$ cat src/rtl/controle_fsm_multiciclo_if.sv
// Control bundle between the multicycle FSM and the 16-bit datapath:
// instruction/status coming in, enables, bus selects and handshake going out.
interface controle_fsm_multiciclo_if;
   logic        Run;
   logic [8:0]  Instrucao;
   logic [15:0] GRout;
   logic        IRin;
   logic [7:0]  Rin;
   logic [7:0]  Rout;
   logic        Ain;
   logic        Gin;
   logic        Gout;
   logic        DINout;
   logic [1:0]  Ulaop;
   logic        ADDRin;
   logic        DOUTin;
   logic        W_D;
   logic        IncrPc;
   logic        Done;
   logic [2:0]  Tstep;

   // Controller side: drives every datapath enable.
   modport master (
      input  Run, Instrucao, GRout,
      output IRin, Rin, Rout, Ain, Gin, Gout, DINout, Ulaop,
             ADDRin, DOUTin, W_D, IncrPc, Done, Tstep
   );

   // Datapath / environment side.
   modport slave (
      output Run, Instrucao, GRout,
      input  IRin, Rin, Rout, Ain, Gin, Gout, DINout, Ulaop,
             ADDRin, DOUTin, W_D, IncrPc, Done, Tstep
   );
endinterface

$ cat src/rtl/controle_fsm_multiciclo.sv
// Control FSM of the 16-bit multicycle processor: fetches III_XXX_YYY from
// synchronous RAM, decodes it and sequences the datapath enables.
module controle_fsm_multiciclo #(
   parameter logic [1:0] ULA_ADD = 2'b00,
   parameter logic [1:0] ULA_SUB = 2'b01
) (
   input  logic                       Clock,
   input  logic                       Reset,
   controle_fsm_multiciclo_if.master  ctl
);

   typedef enum logic [2:0] {
      IDLE = 3'd0,
      F0   = 3'd1,
      F1   = 3'd2,
      F2   = 3'd3,
      E1   = 3'd4,
      E2   = 3'd5,
      E3   = 3'd6
   } state_t;

   localparam logic [2:0] OP_MV   = 3'b000;
   localparam logic [2:0] OP_MVI  = 3'b001;
   localparam logic [2:0] OP_ADD  = 3'b010;
   localparam logic [2:0] OP_SUB  = 3'b011;
   localparam logic [2:0] OP_LD   = 3'b100;
   localparam logic [2:0] OP_ST   = 3'b101;
   localparam logic [2:0] OP_MVNZ = 3'b110;

   state_t     state_q;
   state_t     state_d;
   logic       done_c;
   logic [2:0] opcode;
   logic [2:0] rx;
   logic [2:0] ry;

   assign opcode = ctl.Instrucao[8:6];
   assign rx     = ctl.Instrucao[5:3];
   assign ry     = ctl.Instrucao[2:0];

   // Register number n maps to bit 7-n (R0 is the MSB, R7 the LSB).
   function automatic logic [7:0] reg_sel(input logic [2:0] r);
      return 8'b1000_0000 >> r;
   endfunction

   always_ff @(posedge Clock or posedge Reset) begin
      if (Reset) state_q <= IDLE;
      else       state_q <= state_d;
   end

   assign ctl.Tstep = state_q;

   always_comb begin
      state_d    = IDLE;
      done_c     = 1'b0;
      ctl.IRin   = 1'b0;
      ctl.Rin    = 8'h00;
      ctl.Rout   = 8'h00;
      ctl.Ain    = 1'b0;
      ctl.Gin    = 1'b0;
      ctl.Gout   = 1'b0;
      ctl.DINout = 1'b0;
      ctl.Ulaop  = ULA_ADD;
      ctl.ADDRin = 1'b0;
      ctl.DOUTin = 1'b0;
      ctl.W_D    = 1'b0;
      ctl.IncrPc = 1'b0;

      case (state_q)
         IDLE: state_d = ctl.Run ? F0 : IDLE;
         F0: begin
            ctl.Rout   = reg_sel(3'd7);
            ctl.ADDRin = 1'b1;
            ctl.IncrPc = 1'b1;
            state_d    = F1;
         end
         F1: state_d = F2;
         F2: begin
            ctl.IRin = 1'b1;
            state_d  = E1;
         end
         E1: begin
            state_d = E2;
            case (opcode)
               OP_MV: begin
                  ctl.Rout = reg_sel(ry);
                  ctl.Rin  = reg_sel(rx);
                  done_c   = 1'b1;
               end
               OP_MVI: begin
                  ctl.Rout   = reg_sel(3'd7);
                  ctl.ADDRin = 1'b1;
                  ctl.IncrPc = 1'b1;
               end
               OP_ADD, OP_SUB: begin
                  ctl.Rout = reg_sel(rx);
                  ctl.Ain  = 1'b1;
               end
               OP_LD, OP_ST: begin
                  ctl.Rout   = reg_sel(ry);
                  ctl.ADDRin = 1'b1;
               end
               OP_MVNZ: begin
                  if (|ctl.GRout) begin
                     ctl.Rout = reg_sel(ry);
                     ctl.Rin  = reg_sel(rx);
                  end
                  done_c = 1'b1;
               end
               default: done_c = 1'b1;
            endcase
         end
         E2: begin
            state_d = E3;
            case (opcode)
               OP_ADD, OP_SUB: begin
                  ctl.Rout  = reg_sel(ry);
                  ctl.Gin   = 1'b1;
                  ctl.Ulaop = (opcode == OP_SUB) ? ULA_SUB : ULA_ADD;
               end
               OP_ST: begin
                  ctl.Rout   = reg_sel(rx);
                  ctl.DOUTin = 1'b1;
               end
               default: ;
            endcase
         end
         E3: begin
            done_c = 1'b1;
            case (opcode)
               OP_MVI, OP_LD: begin
                  ctl.DINout = 1'b1;
                  ctl.Rin    = reg_sel(rx);
               end
               OP_ADD, OP_SUB: begin
                  ctl.Gout = 1'b1;
                  ctl.Rin  = reg_sel(rx);
               end
               OP_ST:   ctl.W_D = 1'b1;
               default: ;
            endcase
         end
         default: state_d = IDLE;
      endcase

      // Run is only sampled here and in IDLE, so back-to-back fetch skips IDLE.
      if (done_c) state_d = ctl.Run ? F0 : IDLE;
      ctl.Done = done_c;
   end

   // Bus and write-enable sanity: one bus driver, one destination register.
   a_rout_onehot: assert property (@(posedge Clock) disable iff (Reset)
      $onehot0(ctl.Rout));
   a_single_source: assert property (@(posedge Clock) disable iff (Reset)
      $onehot0({|ctl.Rout, ctl.Gout, ctl.DINout}));
   a_rin_onehot: assert property (@(posedge Clock) disable iff (Reset)
      $onehot0(ctl.Rin));
   a_pc_conflict: assert property (@(posedge Clock) disable iff (Reset)
      !(ctl.IncrPc && ctl.Rin[0]));
   a_ulaop_idle: assert property (@(posedge Clock) disable iff (Reset)
      ctl.Gin || (ctl.Ulaop == ULA_ADD));

endmodule

$ cat src/flat_wrapper.sv
// flat-port wrapper written by rule: the top's interface ports become plain ports
module controle_fsm_multiciclo_flat 
#(
   parameter logic [1:0] ULA_ADD = 2'b00,
   parameter logic [1:0] ULA_SUB = 2'b01
)
  (Clock, Reset, ctl_Run, ctl_Instrucao, ctl_GRout, ctl_IRin, ctl_Rin, ctl_Rout, ctl_Ain, ctl_Gin, ctl_Gout, ctl_DINout, ctl_Ulaop, ctl_ADDRin, ctl_DOUTin, ctl_W_D, ctl_IncrPc, ctl_Done, ctl_Tstep);
  controle_fsm_multiciclo_if ctl_i ();
  input  logic Clock;
  input  logic Reset;
  input wire logic [$bits(ctl_i.Run)-1:0] ctl_Run;
  input wire logic [$bits(ctl_i.Instrucao)-1:0] ctl_Instrucao;
  input wire logic [$bits(ctl_i.GRout)-1:0] ctl_GRout;
  output wire logic [$bits(ctl_i.IRin)-1:0] ctl_IRin;
  output wire logic [$bits(ctl_i.Rin)-1:0] ctl_Rin;
  output wire logic [$bits(ctl_i.Rout)-1:0] ctl_Rout;
  output wire logic [$bits(ctl_i.Ain)-1:0] ctl_Ain;
  output wire logic [$bits(ctl_i.Gin)-1:0] ctl_Gin;
  output wire logic [$bits(ctl_i.Gout)-1:0] ctl_Gout;
  output wire logic [$bits(ctl_i.DINout)-1:0] ctl_DINout;
  output wire logic [$bits(ctl_i.Ulaop)-1:0] ctl_Ulaop;
  output wire logic [$bits(ctl_i.ADDRin)-1:0] ctl_ADDRin;
  output wire logic [$bits(ctl_i.DOUTin)-1:0] ctl_DOUTin;
  output wire logic [$bits(ctl_i.W_D)-1:0] ctl_W_D;
  output wire logic [$bits(ctl_i.IncrPc)-1:0] ctl_IncrPc;
  output wire logic [$bits(ctl_i.Done)-1:0] ctl_Done;
  output wire logic [$bits(ctl_i.Tstep)-1:0] ctl_Tstep;
  assign ctl_i.Run = ctl_Run;
  assign ctl_i.Instrucao = ctl_Instrucao;
  assign ctl_i.GRout = ctl_GRout;
  assign ctl_IRin = ctl_i.IRin;
  assign ctl_Rin = ctl_i.Rin;
  assign ctl_Rout = ctl_i.Rout;
  assign ctl_Ain = ctl_i.Ain;
  assign ctl_Gin = ctl_i.Gin;
  assign ctl_Gout = ctl_i.Gout;
  assign ctl_DINout = ctl_i.DINout;
  assign ctl_Ulaop = ctl_i.Ulaop;
  assign ctl_ADDRin = ctl_i.ADDRin;
  assign ctl_DOUTin = ctl_i.DOUTin;
  assign ctl_W_D = ctl_i.W_D;
  assign ctl_IncrPc = ctl_i.IncrPc;
  assign ctl_Done = ctl_i.Done;
  assign ctl_Tstep = ctl_i.Tstep;
  controle_fsm_multiciclo #(.ULA_ADD(ULA_ADD), .ULA_SUB(ULA_SUB)) u_core (.Clock(Clock), .Reset(Reset), .ctl(ctl_i));
endmodule
$ cat config.mk
export PLATFORM = sky130hd
export DESIGN_NAME = controle_fsm_multiciclo_flat
export DESIGN_NICKNAME = d
export VERILOG_FILES = /design/src/rtl/controle_fsm_multiciclo_if.sv /design/src/rtl/controle_fsm_multiciclo.sv /design/src/flat_wrapper.sv
export SDC_FILE = /design/constraint.sdc
export NUM_CORES = 1
export LEC_CHECK = 0
export CORE_MARGIN = 3
export CORE_UTILIZATION = 30
export CTS_CLUSTER_DIAMETER = 100
export DETAILED_ROUTE_END_ITERATION = 10
export GPL_ROUTABILITY_DRIVEN = 1
export HOLD_SLACK_MARGIN = 0.08
export PLACE_DENSITY = 0.77
export SLEW_MARGIN = 20
export SYNTH_ARGS = -nofsm -noshare
export SYNTH_HDL_FRONTEND = slang
export SYNTH_SLANG_ARGS = --single-unit
$ cat constraint.sdc
create_clock -name Clock -period 1.4 [get_ports Clock]
set_input_delay 0.21 -clock Clock [delete_from_list [all_inputs] [get_ports Clock]]
set_output_delay 0.21 -clock Clock [all_outputs]
set_load 0.05 [all_outputs]
==> out/metrics.cfg, run 1 <==
[placed_design]
hpwl_um=4451
globalplace.congestion=0.8756
io_buffers=57

[synth]
synthCells=107
yosys_warnings=0
syn_area_per_cell_um2=7.028
synth_cell_type_count=38
ys_seq_elements=3
synth_area_um2=752.0
synth_flop_cell=dfrtp_1
synth-async-reset-ratio_pct=100.0
synth_edf_count=0
synth_nets=137
ys_seq_area_share_pct=9.983

[die]
row_count=17
pin_count=59
start_util_pct=32.73
die_w_um=56.07
chipHeight_um=56.07

[run_status]
lastStage=detailed placement
tool.error=[ERROR DPL-0033] detailed placement checks failed during check placement.
status=stopped before the end

[stage by stage]
| stage | TNS, ns | hold WS, ns |
|---|---|---|
| floorplan | -14.28 | -0.03632 |
| global placement | -16.58 | 0.3785 |
[kinds of logic after synthesis]
logic type | count (synthesis) | share of synthesized area, %
buf+inv | 17 | 10.98
compound gates | 24 | 27.12
fa+ha+maj | 2 | 3.327
other cells | 1 | 0.4987
flops | 3 | 9.983
xor+xnor | 1 | 1.165
simple gates | 59 | 46.92
[synthesized netlist by cell type, types with 2 or more instances]
master	n	share of area, %
o32ai_1	2	2.3
nor2_1	16	8.0
buf_2	3	2.0
o22ai_1	7	5.8
ha_1	2	3.3
or3b_1	2	2.3
nor4b_1	3	3.5
buf_4	2	2.0
clkbuf_1	4	2.0
nand3b_1	6	6.0
nand2b_1	6	5.0
nor4_1	8	6.7
nor3_1	6	4.0
dfrtp_1	3	10
a21oi_1	2	1.3
inv_1	7	3.5
nand2_1	6	3.0
nand3_1	2	1.3
==> run 2, diff against run 1 <==
CORE_AREA = 3 3 64 66   (was not set)
CORE_MARGIN = not set   (was 3)
CORE_UTILIZATION = not set   (was 30)
CTS_CLUSTER_DIAMETER = not set   (was 100)
DIE_AREA = 0 0 67 69   (was not set)
HOLD_SLACK_MARGIN = not set   (was 0.08)
PLACE_DENSITY = not set   (was 0.77)
PLACE_DENSITY_LB_ADDON = 0.15   (was not set)
clock period = 1.8 ns   (was 1.4 ns; I/O delays follow)
==> run 2 against run 1 <==
- the flow now finishes, with violations (setup timing)
- area after synthesis stayed put
- synthesized cell count stayed put
==> out/metrics.cfg, run 2 <==
[synth]
synth_flop_cell=dfrtp_1  ; unchanged
yosys_warnings=0  ; unchanged
synth_edf_count=0  ; unchanged
synthCells=107  ; unchanged
synth_top_area_share_pct=9.983  ; unchanged
ys_seq_area_share_pct=9.983  ; unchanged
ys_seq_elements=3  ; unchanged
post-synth-top-area-cell=dfrtp_1  ; unchanged
synth_nets=137  ; unchanged
netlist_top_cells_area=dfrtp_1, nor2_1, nor4_1, nand3b_1, o22ai_1  ; unchanged
synth-async-reset-ratio_pct=100.0  ; unchanged
synth_area_um2=752.0  ; unchanged
synth_commonest_cells=nor2_1, nor4_1, inv_1, o22ai_1  ; unchanged
synth.most_common_cell=nor2_1  ; unchanged
synth_cell_type_count=38  ; unchanged
syn_area_per_cell_um2=7.028  ; unchanged

[clock_tree]
cts_tree=yes
cts.sinks=3
clk_path_buf_depth=2
clk-insertion-delay-late_ns=0.22
cts_root_buf=clkbuf_8
clk_pin_slew_ns=0.03
numCtsBuffers=3
htreeDepth=1

[sta]
grt_setup_unrepaired=true
timing.final.crit_share_pct=110.9
fin_crit_ns=1.996
slew_viol_final=0
fmax_mhz=500.9
fin_skew_ns=0.005309
setup_viol_count_final=16
setup_ws_ns=-0.1963
hold_viol=0
setup_tns_ns=-2.036
whs_ns=0.2193

[layout]
final_common_cell=buf_4
drive_above_1_share_pct=74.29
mostFrequentLayoutCells=buf_4, buf_6, buf_12, nor2_1, nor4_4
areaGrowthSynthToFinish_pct=231.1
final_cells=258
nNetsFinal=241
diodes=0
largest_reg_flops=3
postLayoutCellArea_um2=2490

[power_and_ir_drop]
ir_drop_mv=0.8800
p_leak_nw=0.9870
power_density_nw_per_um2=864.2

[die]
pin_count=59  ; unchanged
chipHeight_um=69  ; was 56.07 um
die_w_um=67  ; was 56.07 um
start_util_pct=20.70  ; was 32.73%
dieArea_um2=4623
core_um2=3633
row_count=22  ; was 17

[routing]
finalWirelength_um=3703
drc=0
vias_per_cell=4.651
wl_per_cell_um=14.35
ant_nets=0
vias=1200
dr.pass1.iters=4
drt_iter0_drc=49

[placed_design]
io_buffers=57  ; unchanged
place_area_um2=2200
hpwl_um=2952  ; was 4451 um
placed_cells=244
globalplace.congestion=0.8805  ; was 0.8756

[grt]
antenna_found_initial=0
overflow=0
first_global_vias=1309
grtUsageTotal_pct=17.11
grt_pass1_wl_um=6244
grt_max_degree=10

[critical_path]
cp_max_fo=8
worstPathArrival_ns=1.73
startpoint_type=flip-flop
end_kind=output port
worstPathRequired_ns=1.53
timing_worst_setup_path_type=flip-flop to output port

[run_status]
violations=setup timing
status=finished with violations  ; was stopped before the end

[min_path]
hp-class=input pin to asynchronous set/reset pin

[run]
maxCapViolations=0

run 2: cell counts after synthesis:
No cell type changed its count.
run 2: logic make-up after synthesis:
logic type / count (synthesis) / share of synthesized area, %
other: 1 / 0.4987
and+or+nand+nor: 59 / 46.92
adders and majority gates: 2 / 3.327
AOI/OAI and AO/OA: 24 / 27.12
buffers and inverters: 17 / 10.98
xor gates and xnor gates: 1 / 1.165
DFF: 3 / 9.983
run 2: power breakdown:
part	total, mW	switching, mW	internal (mW)
Combinational	1.78	0.959	0.825
Sequential	0.166	0.0613	0.105
Clock	0.201	0.0496	0.152
Total	2.15	1.07	1.08
run 2: metrics by stage:
stage | setup slack [ns] | utilization (%) | power [mW]
2_1_floorplan | -0.4416 | - | 1.089
3_3_place_gp | -0.5060 | 60.54 | 1.777
3_5_place_dp | -0.5689 | 60.54 | 1.792
4_1_cts | -0.2184 | 67.70 | 2.133
5_1_grt | -0.2512 | 68.53 | 2.263
6_report | -0.1963 | 68.53 | 2.152
run 2: final timing paths:
path                                               start  slack (ns)                       endpoint  cells past startpoint
setup / recovery           u_core.ctl.Tstep[0]$_DFF_PP0_       -0.20                     ctl_Rin[2]                      6
hold / removal                                     Reset        0.22  u_core.ctl.Tstep[1]$_DFF_PP0_                      2
setup reg to reg           u_core.ctl.Tstep[1]$_DFF_PP0_        0.48  u_core.ctl.Tstep[0]$_DFF_PP0_                      6
hold reg to reg            u_core.ctl.Tstep[0]$_DFF_PP0_        0.71  u_core.ctl.Tstep[0]$_DFF_PP0_                      3
max in group asynchronous                          Reset        1.43  u_core.ctl.Tstep[0]$_DFF_PP0_                      2
min in group Clock                               ctl_Run        0.69  u_core.ctl.Tstep[0]$_DFF_PP0_                      3
run 2: worst max-delay path, stage by stage, from the launching register on:
cell and delay, ns:
dfrtp_2 0.42, nand3b_4 0.18, a211oi_4 0.20, nor4_4 0.08, buf_12 0.16, nor4b_4 0.27
buf_6 0.20
run 2: layout make-up:
cell class              instances  area, um2
clock buffers                   4      45.04
inverters                       7      26.28
fillers                       285       1144
flip-flops and latches          3      78.83
multi-input cells              87       1072
well taps                      48      60.06
repair buffers                109       1207
run 2: what timing repair did:
item,in CTS,in global routing
gates resized for setup,113,6
setup buffers,11,1
setup endpoints to repair,27,20
pin swaps,19,3
gates cloned,0,0
hold buffers,0,0
run 2: per-layer routing:
| layer | vias to the layer above | global-route usage [%] | wire length (um) |
|---|---|---|---|
| met5 | - | 0 | 0 |
| li1 | 610 | - | - |
| met4 | 0 | 4.054 | 25 |
| met2 | 29 | 33.62 | 2255 |
| met1 | 557 | 18.24 | 1287 |
| met3 | 4 | 2.280 | 134 |
(Power assumes the default switching activity.)
